### config.mk
export PLATFORM = sky130hd
export DESIGN_NAME = imm_pack_flat
export DESIGN_NICKNAME = d
export VERILOG_FILES = /design/src/rtl/imm_pack_if.sv /design/src/rtl/imm_pack.sv /design/src/flat_wrapper.sv
export SDC_FILE = /design/constraint.sdc
export NUM_CORES = 1
export LEC_CHECK = 0
export ABC_AREA = 1
export BUFFER_PORTS_ARGS = -buffer_cell sky130_fd_sc_hd__buf_2
export CORE_MARGIN = 1
export CORE_UTILIZATION = 50
export DETAILED_ROUTE_END_ITERATION = 16
export GPL_TIMING_DRIVEN = 0
export PLACE_DENSITY_LB_ADDON = 0.2
export SETUP_SLACK_MARGIN = 0.05
export SLEW_MARGIN = 20
export SYNTH_ARGS = -nofsm -noshare
export SYNTH_HDL_FRONTEND = slang
export SYNTH_SLANG_ARGS = --single-unit
### constraint.sdc
create_clock -name clk -period 1.3 [get_ports clk]
set_input_delay 0.26 -clock clk [delete_from_list [all_inputs] [get_ports clk]]
set_output_delay 0.26 -clock clk [all_outputs]
set_load 0.02 [all_outputs]
### src/rtl/imm_pack_if.sv
// Stream interface for imm_pack: operand input side and packed-word output side.
interface imm_pack_if #(
  parameter int IN_W  = 16,
  parameter int NIB_W = 4,
  parameter int LANES = 4
);
  localparam int OUT_W = NIB_W * LANES;
  localparam int CNT_W = $clog2(LANES + 1);

  logic              in_valid;
  logic              in_ready;
  logic [IN_W-1:0]   in_data;
  logic              sat_en;
  logic              flush;
  logic              out_valid;
  logic              out_ready;
  logic [OUT_W-1:0]  out_data;
  logic [CNT_W-1:0]  out_count;
  logic [LANES-1:0]  out_ovf;

  modport master (
    output in_valid, in_data, sat_en, flush, out_ready,
    input  in_ready, out_valid, out_data, out_count, out_ovf
  );

  modport slave (
    input  in_valid, in_data, sat_en, flush, out_ready,
    output in_ready, out_valid, out_data, out_count, out_ovf
  );
endinterface

### src/rtl/imm_pack.sv
// imm_pack: narrows 16-bit signed operands to 4-bit fields and packs four of
// them (lane0 in the low nibble) into one word, flagging out-of-range operands.
//
// state | meaning
// FILL  | accepting operands into lanes, in_ready high
// HOLD  | packed word presented, waiting for out_ready
module imm_pack #(
  parameter int IN_W  = 16,
  parameter int NIB_W = 4,
  parameter int LANES = 4
) (
  input  logic       clk,
  input  logic       resetn,
  imm_pack_if.slave  bus
);
  localparam int IDX_W = $clog2(LANES);
  localparam int CNT_W = $clog2(LANES + 1);

  typedef enum logic {FILL = 1'b0, HOLD = 1'b1} state_t;

  state_t                      state_q;
  state_t                      state_d;
  logic [LANES-1:0][NIB_W-1:0] lane_q;
  logic [LANES-1:0]            ovf_q;
  logic [CNT_W-1:0]            lane_cnt;
  logic [IDX_W-1:0]            lane_idx;
  logic [IN_W-NIB_W:0]         top_bits;
  logic                        fits;
  logic                        accept;
  logic                        last_lane;
  logic [NIB_W-1:0]            field;

  // An operand fits when every bit from the field sign bit upward agrees.
  assign top_bits  = bus.in_data[IN_W-1:NIB_W-1];
  assign fits      = (&top_bits) | ~(|top_bits);
  assign accept    = bus.in_valid && (state_q == FILL);
  assign lane_idx  = lane_cnt[IDX_W-1:0];
  assign last_lane = (lane_cnt == CNT_W'(LANES - 1));

  // Narrow the incoming operand: truncate, or clamp to the field extremes.
  always_comb begin
    field = bus.in_data[NIB_W-1:0];
    if (!fits && bus.sat_en) begin
      field = bus.in_data[IN_W-1] ? {1'b1, {(NIB_W-1){1'b0}}}
                                  : {1'b0, {(NIB_W-1){1'b1}}};
    end
  end

  // State register.
  always_ff @(posedge clk or negedge resetn) begin
    if (!resetn) state_q <= FILL;
    else         state_q <= state_d;
  end

  // Next state: close the word when full, or on flush if anything is in it.
  always_comb begin
    state_d = state_q;
    case (state_q)
      FILL: begin
        if (accept && last_lane)                          state_d = HOLD;
        else if (bus.flush && (accept || lane_cnt != '0)) state_d = HOLD;
      end
      HOLD: begin
        if (bus.out_ready) state_d = FILL;
      end
      default: state_d = FILL;
    endcase
  end

  // Lane storage; lane_cnt doubles as the valid-lane count while holding.
  always_ff @(posedge clk or negedge resetn) begin
    if (!resetn) begin
      lane_q   <= '0;
      ovf_q    <= '0;
      lane_cnt <= '0;
    end else if (accept) begin
      lane_q[lane_idx] <= field;
      ovf_q[lane_idx]  <= ~fits;
      lane_cnt         <= lane_cnt + CNT_W'(1);
    end else if (state_q == HOLD && bus.out_ready) begin
      lane_q   <= '0;
      ovf_q    <= '0;
      lane_cnt <= '0;
    end
  end

  // Outputs: word fields are only visible while holding, zero otherwise.
  always_comb begin
    bus.in_ready  = (state_q == FILL);
    bus.out_valid = (state_q == HOLD);
    bus.out_data  = '0;
    bus.out_count = '0;
    bus.out_ovf   = '0;
    if (state_q == HOLD) begin
      bus.out_data  = lane_q;
      bus.out_count = lane_cnt;
      bus.out_ovf   = ovf_q;
    end
  end
endmodule

### src/flat_wrapper.sv
// flat-port wrapper written by rule: the top's interface ports become plain ports
module imm_pack_flat 
#(
  parameter int IN_W  = 16,
  parameter int NIB_W = 4,
  parameter int LANES = 4
)
  (clk, resetn, bus_in_valid, bus_in_data, bus_sat_en, bus_flush, bus_out_ready, bus_in_ready, bus_out_valid, bus_out_data, bus_out_count, bus_out_ovf);
  imm_pack_if #(.IN_W(IN_W), .NIB_W(NIB_W), .LANES(LANES)) bus_i ();
  input  logic clk;
  input  logic resetn;
  input wire logic [$bits(bus_i.in_valid)-1:0] bus_in_valid;
  input wire logic [$bits(bus_i.in_data)-1:0] bus_in_data;
  input wire logic [$bits(bus_i.sat_en)-1:0] bus_sat_en;
  input wire logic [$bits(bus_i.flush)-1:0] bus_flush;
  input wire logic [$bits(bus_i.out_ready)-1:0] bus_out_ready;
  output wire logic [$bits(bus_i.in_ready)-1:0] bus_in_ready;
  output wire logic [$bits(bus_i.out_valid)-1:0] bus_out_valid;
  output wire logic [$bits(bus_i.out_data)-1:0] bus_out_data;
  output wire logic [$bits(bus_i.out_count)-1:0] bus_out_count;
  output wire logic [$bits(bus_i.out_ovf)-1:0] bus_out_ovf;
  assign bus_i.in_valid = bus_in_valid;
  assign bus_i.in_data = bus_in_data;
  assign bus_i.sat_en = bus_sat_en;
  assign bus_i.flush = bus_flush;
  assign bus_i.out_ready = bus_out_ready;
  assign bus_in_ready = bus_i.in_ready;
  assign bus_out_valid = bus_i.out_valid;
  assign bus_out_data = bus_i.out_data;
  assign bus_out_count = bus_i.out_count;
  assign bus_out_ovf = bus_i.out_ovf;
  imm_pack #(.IN_W(IN_W), .NIB_W(NIB_W), .LANES(LANES)) u_core (.clk(clk), .resetn(resetn), .bus(bus_i));
endmodule
Word level (Yosys, flattened, before mapping)
Cells that the tools add are included.
- add/subtract/negate cells: 1
- $lt $le $gt $ge: 2
- equal/unequal tests: 1
- mux-type cells: 21
- bitwise logic cells: 4
- reductions and logical operators: 12
- operators with widths (kind ; number):
    two-way mux 16 bit ; 3
    two-way mux 4 bit ; 6
    bitwise mux 16 bit ; 1
    AND reduction 13 bit ; 1
    OR reduction 13 bit ; 1
    two-way mux 3 bit ; 3
    demux 4 bit (select 2 bit) ; 1
    logical AND 1 bit ; 6
    bitwise mux 4 bit ; 1
    two-way mux 1 bit ; 4
    adder 3 x 1 -> 3 bit (second input constant) ; 1
    == test 3 x 2 -> 1 bit (second input constant) ; 1
    < comparator 2 x 3 -> 1 bit (second input constant) ; 1
    NOT 1 bit ; 3
    nonzero test 3 bit ; 1
    demux 1 bit (select 2 bit) ; 1
    >= comparator 2 x 1 -> 1 bit (second input constant) ; 1
    one-hot mux 1 bit (2 select lines) ; 1
    nonzero test 2 bit ; 1
    zero test 1 bit ; 1
    logical OR 1 bit ; 1
    bitwise OR 1 bit ; 1
- bits in registers: 24
- input bits: 22
- output and inout port bits: 25
- word-level logic and storage cells: 48

Longest topological paths before layout
Gate-level depths: netlist (run 1).
- word-level depth: 8
- mapped depth: 9
- gate-level depth less buffers: 9

Worst setup path before layout (run 1)
Ideal clock, no wire load.
- path type: reg2out
- start point: register u_core.state_q, in the netlist u_core.bus.out_valid
- end point: output port bus_out_data[10]
- data arrival time: 1.152 ns
- data required time: 1.040 ns
- path slack: -0.112 ns
- stages on the path, launching flop included: 5
- path buffers: 2
- path through: dfrtp_1 > buf_2 > clkbuf_1 > nand2_1 > inv_1
- cells in the longest elaborated chain, start to end: 1
- ends and longest elaborated chain (element ; RTL line ; RTL):
    start: declaration ; imm_pack.sv:21 ; state_t state_q;
    start signal: assignment ; imm_pack.sv:52 ; else state_q <= state_d;
    two-way mux 16 bit ; imm_pack.sv:94 ; if (state_q == HOLD) begin
    end: declaration ; flat_wrapper.sv:19 ; output wire logic [$bits(bus_i.out_data)-1:0] bus_out_data;
No other way between the ends.

Worst setup path after layout (run 1)
- start point: register u_core.state_q, in the netlist u_core.bus.out_valid
- end point: output port bus_out_data[0]
Same word-level chain as after synthesis.

==> impl_metrics.yaml, run 1 <==
worst_setup_path:
  slowest_stage: "dfrtp_2"
  crit_required_ns: 1.04
  reg2reg_from: "u_core.bus.out_valid$_DFF_PN0_"
  start_kind: "register"
  critPathBufInv: 4
  cp.arrival_ns: 1.31
  end_kind: "primary output"
  crit_start: "u_core.bus.out_valid$_DFF_PN0_"
  critPathTopFamily: "buffers and inverters"
  worst-path-stages: 5
  critPathKind: "register to primary output"
  crit_end: "bus_out_data[0]"
  path_max_fanout: 8
  reg2reg_depth: 8
  r2r_slack_ns: -0.19
  cpPeakStageDelay_ns: 0.45
  worst_r2r_endpoint: "u_core.ovf_q[2]$_DFFE_PN0P_"
  worstPathCellList: "buf_8 > clkbuf_16 > nand2_2 > inv_2 > buf_6"
synthesis:
  async_flop_share_pct: 100
  synth_cells: 208
  yosysWarnings: 0
  synth_area_sq_mm: 0.00141
  synth_area_per_cell_sq_um: 6.76
  ys_seq_area_share_pct: 42.7
  ys_types: 19
  synth_top_area_share_pct: 42.7
  synth_nets: 235
  yosys.area.top_type: "dfrtp_1"
  synthTopCellsByArea: "dfrtp_1 (43%), nand2_1 (23%), inv_1 (12%), nand3_1 (6.4%), ha_1 (4.4%)"
  synth_edf_count: 0
  synth_ff_type: "dfrtp_1"
  synth-seq-cells: 24
sta:
  period_needed_ns: 1.57
  tightest_slew_ns: 0.547
  setup_viol: 48
  finClkSkew_ns: 0.00771
  layout_setup_ws_ns: -0.274
  fin_crit_sh_pct: 121
  fmax_mhz: 635
  hold_viol_final: 0
  final_max_slew_viol_count: 0
  rsz0062_at_grt: "yes"
  maxSlewHeadroom_pct: 63.6
  holdWs_ns: 0.177
floorplan:
  core.rowCount: 18
  io_pins: 47
  coreArea_sq_mm: 0.00257
  initial_utilization_pct: 54.8
  die_h_um: 55.0
  die-area_sq_mm: 0.00303
  dieWidth_um: 55.0
layout:
  multi_input_area_sq_um: 825
  fin_nets: 294
  instances_no_fill: 296
  finalCoreUtilization_pct: 86.9
  num_antenna_cells: 0
  nFillCells: 129
  area_delta_synth_final_pct: 58.6
  regArea_sq_um: 602
  drive_gt1_share_pct: 58.6
  stdcell_area_sq_mm: 0.00223
routing:
  viasPerCell: 5.07
  wl_per_cell_um: 14.3
  vias: 1502
  dr.pass1.iters: 4
  drtAntennaViolNets: 0
  wl_mm: 4.23
  initialDrtViolationCount: 31
  drcViolationCount: 0
power:
  leakage_nw: 1.36
  ir_worst_vdd_mv: 1.99
  fin_total_pwr_mw: 4.69
  power_density_mw_per_mm2: 2100
place:
  portBuffers: 46
  dpl.hpwl_mm: 2.20
  place_congestion: 0.761
  postPlaceCellArea_sq_mm: 0.00168
  dp.cells: 284
global_routing:
  antenna_found_initial: 0
  grt-ovfl-total: 0
  gr-usage-all-layers_pct: 25.8
  grt_pass1_vias: 1318
  grt_first_pass_wirelength_mm: 5.49
  grt_max_degree: 25
clock_tree:
  clockBufferDepth: 2
  path_clk_slew_ns: 0.14
  cts_buffers: 3
  cts_num_sinks: 24
  cts_max_level: 1
  cts_tree: "built"
  insertion_delay_ns: 0.32
  cts-root-buf: "clkbuf_4"
flow_run:
  cap_violations: 0
status:
  failed_checks: "setup timing"
  run_status: "finished with violations"
worst_hold_path:
  hold_depth: 3
  min_path_type: "primary input to register"
[synthesized netlist by cell type, types with 2 or more instances]
cell / number
inv_1: 45
ha_1: 5
a21oi_1: 2
nand2_1: 86
nand3_1: 18
clkbuf_1: 2
o21ai_0: 7
dfrtp_1: 24
nor2_1: 9
[worst register-to-register path, cell delays in order (launching register included)]
cell and delay, ns:
dfrtp_2 0.45, buf_8 0.16, buf_6 0.13, nor2_4 0.22, nand2_2 0.12, nand2_2 0.10, inv_4 0.06, nand2_2 0.06
o21ai_1 0.09
[cell families after synthesis]
family          after synthesis  synth area share, %
compound gates               10                 3.65
fa+ha+maj                     5                 4.45
buf+inv                      50                 14.0
flops                        24                 42.7
simple gates                119                 35.2
[worst min-delay path by stage]
stage | start | endpoint | slack, ns
finish | bus_flush | u_core.bus.out_valid$_DFF_PN0_ | 0.18
detailed placement | resetn | u_core.lane_q[10]$_DFFE_PN0P_ | 0.27
CTS | bus_flush | u_core.bus.out_valid$_DFF_PN0_ | 0.17
global placement | resetn | u_core.lane_q[10]$_DFFE_PN0P_ | 0.26
global route | bus_flush | u_core.bus.out_valid$_DFF_PN0_ | 0.17
floorplan | resetn | u_core.bus.out_valid$_DFF_PN0_ | -0.04
[state kept, by name, indices dropped and copies added (netlist names)]
name / count
u_core.lane_cnt: 3
u_core.lane_q: 16
u_core.bus.out_valid: 1
u_core.ovf_q: 4
[per-layer routing]
| layer | track usage, % | part of all wire (%) | vias to the layer above |
|---|---|---|---|
| li1 | - | - | 735 |
| met1 | 31.8 | 41 | 698 |
| met2 | 45.2 | 52 | 57 |
| met3 | 3.55 | 4.4 | 12 |
| met4 | 10.0 | 3.1 | 0 |
| met5 | 0 | 0 | - |
[cell type report]
cell class | count | share of cell area, %
Timing Repair Buffer | 54 | 20.3
Buffer | 4 | 3.42
Sequential cell | 24 | 27.0
Inverter | 46 | 8.30
Clock buffer | 3 | 1.01
Tap cell | 30 | 1.68
Multi-Input combinational cell | 134 | 37.0
Clock inverter | 1 | 1.35
[power by group]
| part | switching (mW) | leakage, nW | internal, mW | total [mW] |
|---|---|---|---|---|
| combinational | 1.55 | 1.01 | 1.26 | 2.81 |
| sequential | 0.305 | 0.320 | 1.03 | 1.33 |
| clock | 0.238 | 0.0279 | 0.312 | 0.549 |
[metrics by stage]
step                TNS (ns)  setup WS (ns)
floorplan                  0         0.0808
finish                 -8.87         -0.274
global route          -10.73         -0.298
global placement      -0.682        -0.0684
CTS                    -5.01         -0.227
detailed placement     -1.00        -0.0830
[what timing repair did]
action | 4_1_cts | 5_1_grt
hold endpoints to repair | 24 | 0
hold buffers | 1 | 0
setup buffers | 4 | 1
resized for setup | 89 | 79
pin swaps | 9 | 23
gates cloned | 2 | 0
endpoints found under the setup margin | 38 | 48
[cell usage in the layout (no fill, tap or decap), types with 2 or more instances in the layout]
| cell type | instances |
|---|---|
| nand2_1 | 32 |
| nand2_4 | 10 |
| a21oi_1 | 2 |
| nor2_1 | 8 |
| clkbuf_4 | 3 |
| buf_4 | 3 |
| o21ai_2 | 3 |
| nand3_2 | 2 |
| nand2_2 | 45 |
| clkbuf_16 | 2 |
| ha_1 | 5 |
| dfrtp_1 | 23 |
| buf_8 | 3 |
| inv_1 | 16 |
| inv_4 | 3 |
| buf_6 | 25 |
| nand3_1 | 16 |
| inv_2 | 26 |
| buf_2 | 24 |
| o21ai_1 | 4 |
Power figures use the tool's default switching activity.
==> run 2: changes to the inputs <==
- ABC_AREA: 1 -> default
==> impl_metrics.yaml, run 2 <==
clock_tree:
  clockBufferDepth: 2
  cts_max_level: 1
  path_clk_slew_ns: 0.15
  cts_tree: "built"
  cts_num_sinks: 24
  insertion_delay_ns: 0.33
  cts_buffers: 3
  cts-root-buf: "clkbuf_4"
synthesis:
  synth_top_family_by_area: "simple AND/OR/NAND/NOR gates"
  synth_cells: 168
  synth_top_area_share_pct: 40.9
  synth_area_per_cell_sq_um: 8.74
  synth_edf_count: 0
  synthTopCellsByArea: "dfrtp_1 (41%), and2_1 (11%), nand2_1 (8.7%), o211ai_1 (6.1%), ha_1 (4.3%)"
  synth_ff_type: "dfrtp_1"
  async_flop_share_pct: 100
  synth_area_sq_mm: 0.00147
  synth_xor_area_share_pct: 0.597
  yosysWarnings: 0
  yosys.area_share.simple_pct: 30.5
  synth_nets: 195
  ys_types: 27
  synthAdderAreaFrac_pct: 4.26
  synthMuxAreaShare_pct: 0.682
  synth-seq-cells: 24
  yosysMostFrequentCell: "nand2_1"
  synth_compound_area_share_pct: 16.9
  ys_seq_area_share_pct: 40.9
  yosys.area.top_type: "dfrtp_1"
  synthTopCellsByCount: "nand2_1 (34), and2_1 (25), dfrtp_1 (24)"
place:
  place_congestion: 0.759
  portBuffers: 43
  place_ws_ns: -0.679
  dpl.hpwl_mm: 2.82
  dp.cells: 242
  postPlaceCellArea_sq_mm: 0.00180
routing:
  dr.pass1.iters: 4
  drcViolationCount: 0
  wl_per_cell_um: 19.5
  viasPerCell: 6.23
  wl_mm: 5.31
  vias: 1700
  drtAntennaViolNets: 0
  initialDrtViolationCount: 94
global_routing:
  grt_max_degree: 25
  grt-ovfl-total: 0
  grt_first_pass_wirelength_mm: 7.70
  grt_pass1_vias: 1655
  antenna_found_initial: 0
  gr-usage-all-layers_pct: 31.3
sta:
  setup_viol: 49
  layout_setup_ws_ns: -0.348
  period_needed_ns: 1.65
  final_max_slew_viol_count: 0
  tightest_slew_ns: 0.561
  fmax_mhz: 607
  holdWs_ns: 0.219
  setup-tns-final_ns: -13.36
  fin_crit_sh_pct: 127
  finClkSkew_ns: 0.00331
  rsz0062_at_grt: "yes"
  hold_viol_final: 0
  maxSlewHeadroom_pct: 62.6
floorplan:
  coreArea_sq_mm: 0.00276
  die_h_um: 56.2
  core.rowCount: 19
  io_pins: 47
  initial_utilization_pct: 53.2
  die-area_sq_mm: 0.00316
  dieWidth_um: 56.2
layout:
  instances_no_fill: 273
  fin_nets: 270
  finalCoreUtilization_pct: 87.3
  largest_reg_flops: 16
  num_antenna_cells: 0
  stdcell_area_sq_mm: 0.00241
  area_delta_synth_final_pct: 64.1
  drive_gt1_share_pct: 54.1
  final_cell_mix: "nand2_1 (34), buf_6 (33), buf_4 (24)"
  regMostFlops: "u_core.lane_q"
  largest_registers: "u_core.lane_q (16), u_core.ovf_q (4), u_core.lane_cnt (3)"
  final_common_cell: "nand2_1"
  nFillCells: 125
worst_hold_path:
  min_path_type: "primary input to register"
power:
  fin_total_pwr_mw: 4.41
  power_density_mw_per_mm2: 1830
  leakage_nw: 1.11
  ir_worst_vdd_mv: 1.97
worst_setup_path:
  timing.critical_path.mode_cell: "clkbuf_16"
  critPathKind: "register to primary output"
  worstPathCellList: "clkbuf_16 > clkbuf_16 > and2_4 > buf_6"
  cp.arrival_ns: 1.39
  path_max_fanout: 8
  end_kind: "primary output"
  start_kind: "register"
  crit_required_ns: 1.04
  slowest_stage: "dfrtp_2"
  cpPeakStageDelay_ns: 0.45
status:
  failed_checks: "setup timing"
  run_status: "finished with violations"
flow_run:
  cap_violations: 0
-- run 2: path summary, 6_finish.rpt --
path	start	end	slack, ns	cells after the start
hold / removal	bus_in_data[2]	u_core.lane_q[6]$_DFFE_PN0P_	0.22	3
max in group asynchronous	resetn	u_core.lane_cnt[0]$_DFFE_PN0P_	0.48	2
hold reg to reg	u_core.lane_q[8]$_DFFE_PN0P_	u_core.lane_q[8]$_DFFE_PN0P_	0.54	2
setup / recovery	u_core.bus.out_valid$_DFF_PN0_	bus_out_data[7]	-0.35	4
setup reg to reg	u_core.lane_cnt[1]$_DFFE_PN0P_	u_core.lane_q[3]$_DFFE_PN0P_	-0.35	6
min in group asynchronous	resetn	u_core.lane_q[8]$_DFFE_PN0P_	0.42	2
-- run 2: area by class of cell --
cell class              count  area [sq um]  area share (%)
flip-flops and latches     24           604            25.1
repair buffers             75           654            27.2
clock buffers               4          26.3            1.09
plain buffers               8           115            4.78
multi-input cells         127           946            39.3
inverters                   4          23.8           0.987
well taps                  31          38.8            1.61
-- run 2: where the power goes --
part           internal, mW  leakage (nW)  switching [mW]  total [mW]
sequential            0.990         0.319           0.209        1.20
combinational          1.52         0.774            1.31        2.84
clock                 0.121        0.0150           0.256       0.377
total                  2.64          1.11            1.78        4.41
-- run 2: metal layers --
metal	share of wire, %	track usage (%)
met2	51	53.1
met1	38	39.8
met4	2.6	10.8
met3	8.6	6.28
met5	0	0
-- run 2: cell families after synthesis --
kind of cell	after synthesis
simple gates	85
fa+ha+maj	5
buf+inv	17
flops	24
xor+xnor	1
mux	1
compound gates	35
-- run 2: critical path: cells and delay by family, from the launching register on --
kind                   cells  cell delay (ns)
buffers and inverters      3             0.46
flip-flops                 1             0.45
AND/OR/NAND/NOR            1             0.14
-- run 2: what timing repair did --
| item | CTS | global route |
|---|---|---|
| pin swaps | 13 | 13 |
| endpoints found under the setup margin | 46 | 49 |
| hold buffers | 1 | 0 |
| cloned | 2 | 0 |
| hold endpoints to repair | 24 | 0 |
| gates resized for setup | 83 | 28 |
| buffers inserted | 20 | 9 |
==> run 3: changes to the inputs <==
- clock period: 1.3 -> 1.6 ns (I/O delays scaled with it)
==> impl_metrics.yaml, run 3 (synthesis results as in run 2) <==
status:
  failed_checks: "setup timing"
  run_status: "finished with violations"
layout:
  regArea_sq_um: 603
  stdcell_area_sq_mm: 0.00240
  multi_input_area_sq_um: 935
  finalCoreUtilization_pct: 86.9
  fin_nets: 269
  num_antenna_cells: 0
  instances_no_fill: 272
  largest_registers: "u_core.lane_q (16), u_core.ovf_q (4), u_core.lane_cnt (3)"
  drive_gt1_share_pct: 53.9
  regMostFlops: "u_core.lane_q"
  largest_reg_flops: 16
  final_common_cell: "nand2_1"
  area_delta_synth_final_pct: 63.3
  final_cell_mix: "nand2_1 (33), buf_6 (29), and2_4 (23), buf_4 (23), dfrtp_1 (22)"
  nFillCells: 137
floorplan:
  die-area_sq_mm: 0.00316
  dieWidth_um: 56.2
  core.rowCount: 19
  initial_utilization_pct: 53.2
  io_pins: 47
  die_h_um: 56.2
  coreArea_sq_mm: 0.00276
place:
  postPlaceCellArea_sq_mm: 0.00173
  dp.cells: 242
  dpl.hpwl_mm: 2.51
  place_congestion: 0.791
  portBuffers: 43
worst_setup_path:
  start_kind: "register"
  cp.arrival_ns: 1.37
  critPathKind: "register to primary output"
  reg2reg_depth: 7
  crit_required_ns: 1.28
  end_kind: "primary output"
  path_max_fanout: 8
clock_tree:
  cts_max_level: 1
  cts_buffers: 3
  path_clk_slew_ns: 0.15
  clockBufferDepth: 2
  insertion_delay_ns: 0.34
  cts_num_sinks: 24
  cts_tree: "built"
  cts-root-buf: "clkbuf_4"
power:
  power_density_mw_per_mm2: 1460
  leakage_nw: 1.11
  ir_worst_vdd_mv: 1.43
global_routing:
  grt_first_pass_wirelength_mm: 6.94
  grtUsageMet1_pct: 39.0
  grtUsageMet3_pct: 2.56
  gr-usage-all-layers_pct: 28.2
  grt-ovfl-total: 0
  grt_pass1_vias: 1454
  grt_max_degree: 25
  grtUsageMet2_pct: 46.4
  antenna_found_initial: 0
  grt.busiest_layer: "met2"
routing:
  initialDrtViolationCount: 109
  vias: 1660
  drtAntennaViolNets: 0
  wl_per_cell_um: 18.8
  dr.pass1.iters: 4
  drcViolationCount: 0
  viasPerCell: 6.10
  wl_mm: 5.10
sta:
  final_max_slew_viol_count: 0
  layout_setup_ws_ns: -0.0915
  tightest_slew_ns: 0.546
  fmax_mhz: 591
  rsz0062_at_grt: "yes"
  hold_viol_final: 0
  finClkSkew_ns: 0.00952
  setup-tns-final_ns: -2.07
  setup_viol: 33
  period_needed_ns: 1.69
  fin_crit_sh_pct: 106
  maxSlewHeadroom_pct: 63.6
worst_hold_path:
  hold_depth: 3
  min_path_type: "primary input to register"
flow_run:
  cap_violations: 0
## run 3: changes by cell type in the layout (fill, tap and decap cells not counted), moves of 2 or more
cell and delta:
nor2_4 -3, buf_8 +3, buf_6 -4, nor2_2 +2
## run 3: timing repair
action | in CTS | in global routing
buffers inserted | 19 | 10
gates resized for setup | 86 | 38
setup endpoints to repair | 44 | 44
hold buffers | 1 | 0
pin swaps | 12 | 23
cloned | 2 | 1
endpoints found under the hold margin | 24 | 0
## run 3: where the power goes
part	switching (mW)	total (mW)	internal, mW
registers	0.156	0.958	0.802
clock network	0.208	0.347	0.140
logic	1.01	2.20	1.19
total	1.38	3.50	2.13
## run 3: metrics by stage
| stage | setup WS [ns] | power (mW) | hold slack (ns) |
|---|---|---|---|
| after global placement | -0.352 | 2.03 | 0.326 |
| after detailed placement | -0.393 | 2.06 | 0.339 |
| after CTS | -0.0707 | 3.10 | 0.288 |
| after floorplan | -0.203 | 1.70 | 0.0244 |
| final | -0.0915 | 3.50 | 0.282 |
| after global routing | -0.117 | 3.65 | 0.286 |
## run 3: layer usage
| layer | routed length [um] | up-vias | share of wire [%] |
|---|---|---|---|
| met5 | 0 | - | 0 |
| met4 | 130 | 0 | 2.5 |
| met3 | 369 | 17 | 7.2 |
| met2 | 2600 | 111 | 51 |
| met1 | 2000 | 789 | 39 |
| li1 | - | 743 | - |
## run 3: layout make-up
type                            count  area share, %
Sequential cell                    24           25.2
Clock buffer                        4           1.51
Inverter                            4          0.888
Buffer                              8           4.13
Timing Repair Buffer               74           27.7
Tap cell                           31           1.62
Multi-Input combinational cell    127           39.0
## run 3: worst paths after layout
kind	slack (ns)	start	end
max	-0.09	u_core.bus.out_valid$_DFF_PN0_	bus_out_data[11]
min	0.28	bus_in_data[0]	u_core.lane_q[12]$_DFFE_PN0P_
max reg2reg	-0.08	u_core.lane_cnt[1]$_DFFE_PN0P_	u_core.lane_q[11]$_DFFE_PN0P_
min reg2reg	0.53	u_core.lane_q[10]$_DFFE_PN0P_	u_core.lane_q[10]$_DFFE_PN0P_
max in group asynchronous	0.73	resetn	u_core.lane_cnt[1]$_DFFE_PN0P_
min in group asynchronous	0.48	resetn	u_core.lane_q[8]$_DFFE_PN0P_
## run 3: worst max-delay path, cell delays in order, from the launching register on
cell,delay [ns]
dfrtp_2,0.48
buf_12,0.17
buf_8,0.13
and2_4,0.14
buf_6,0.12
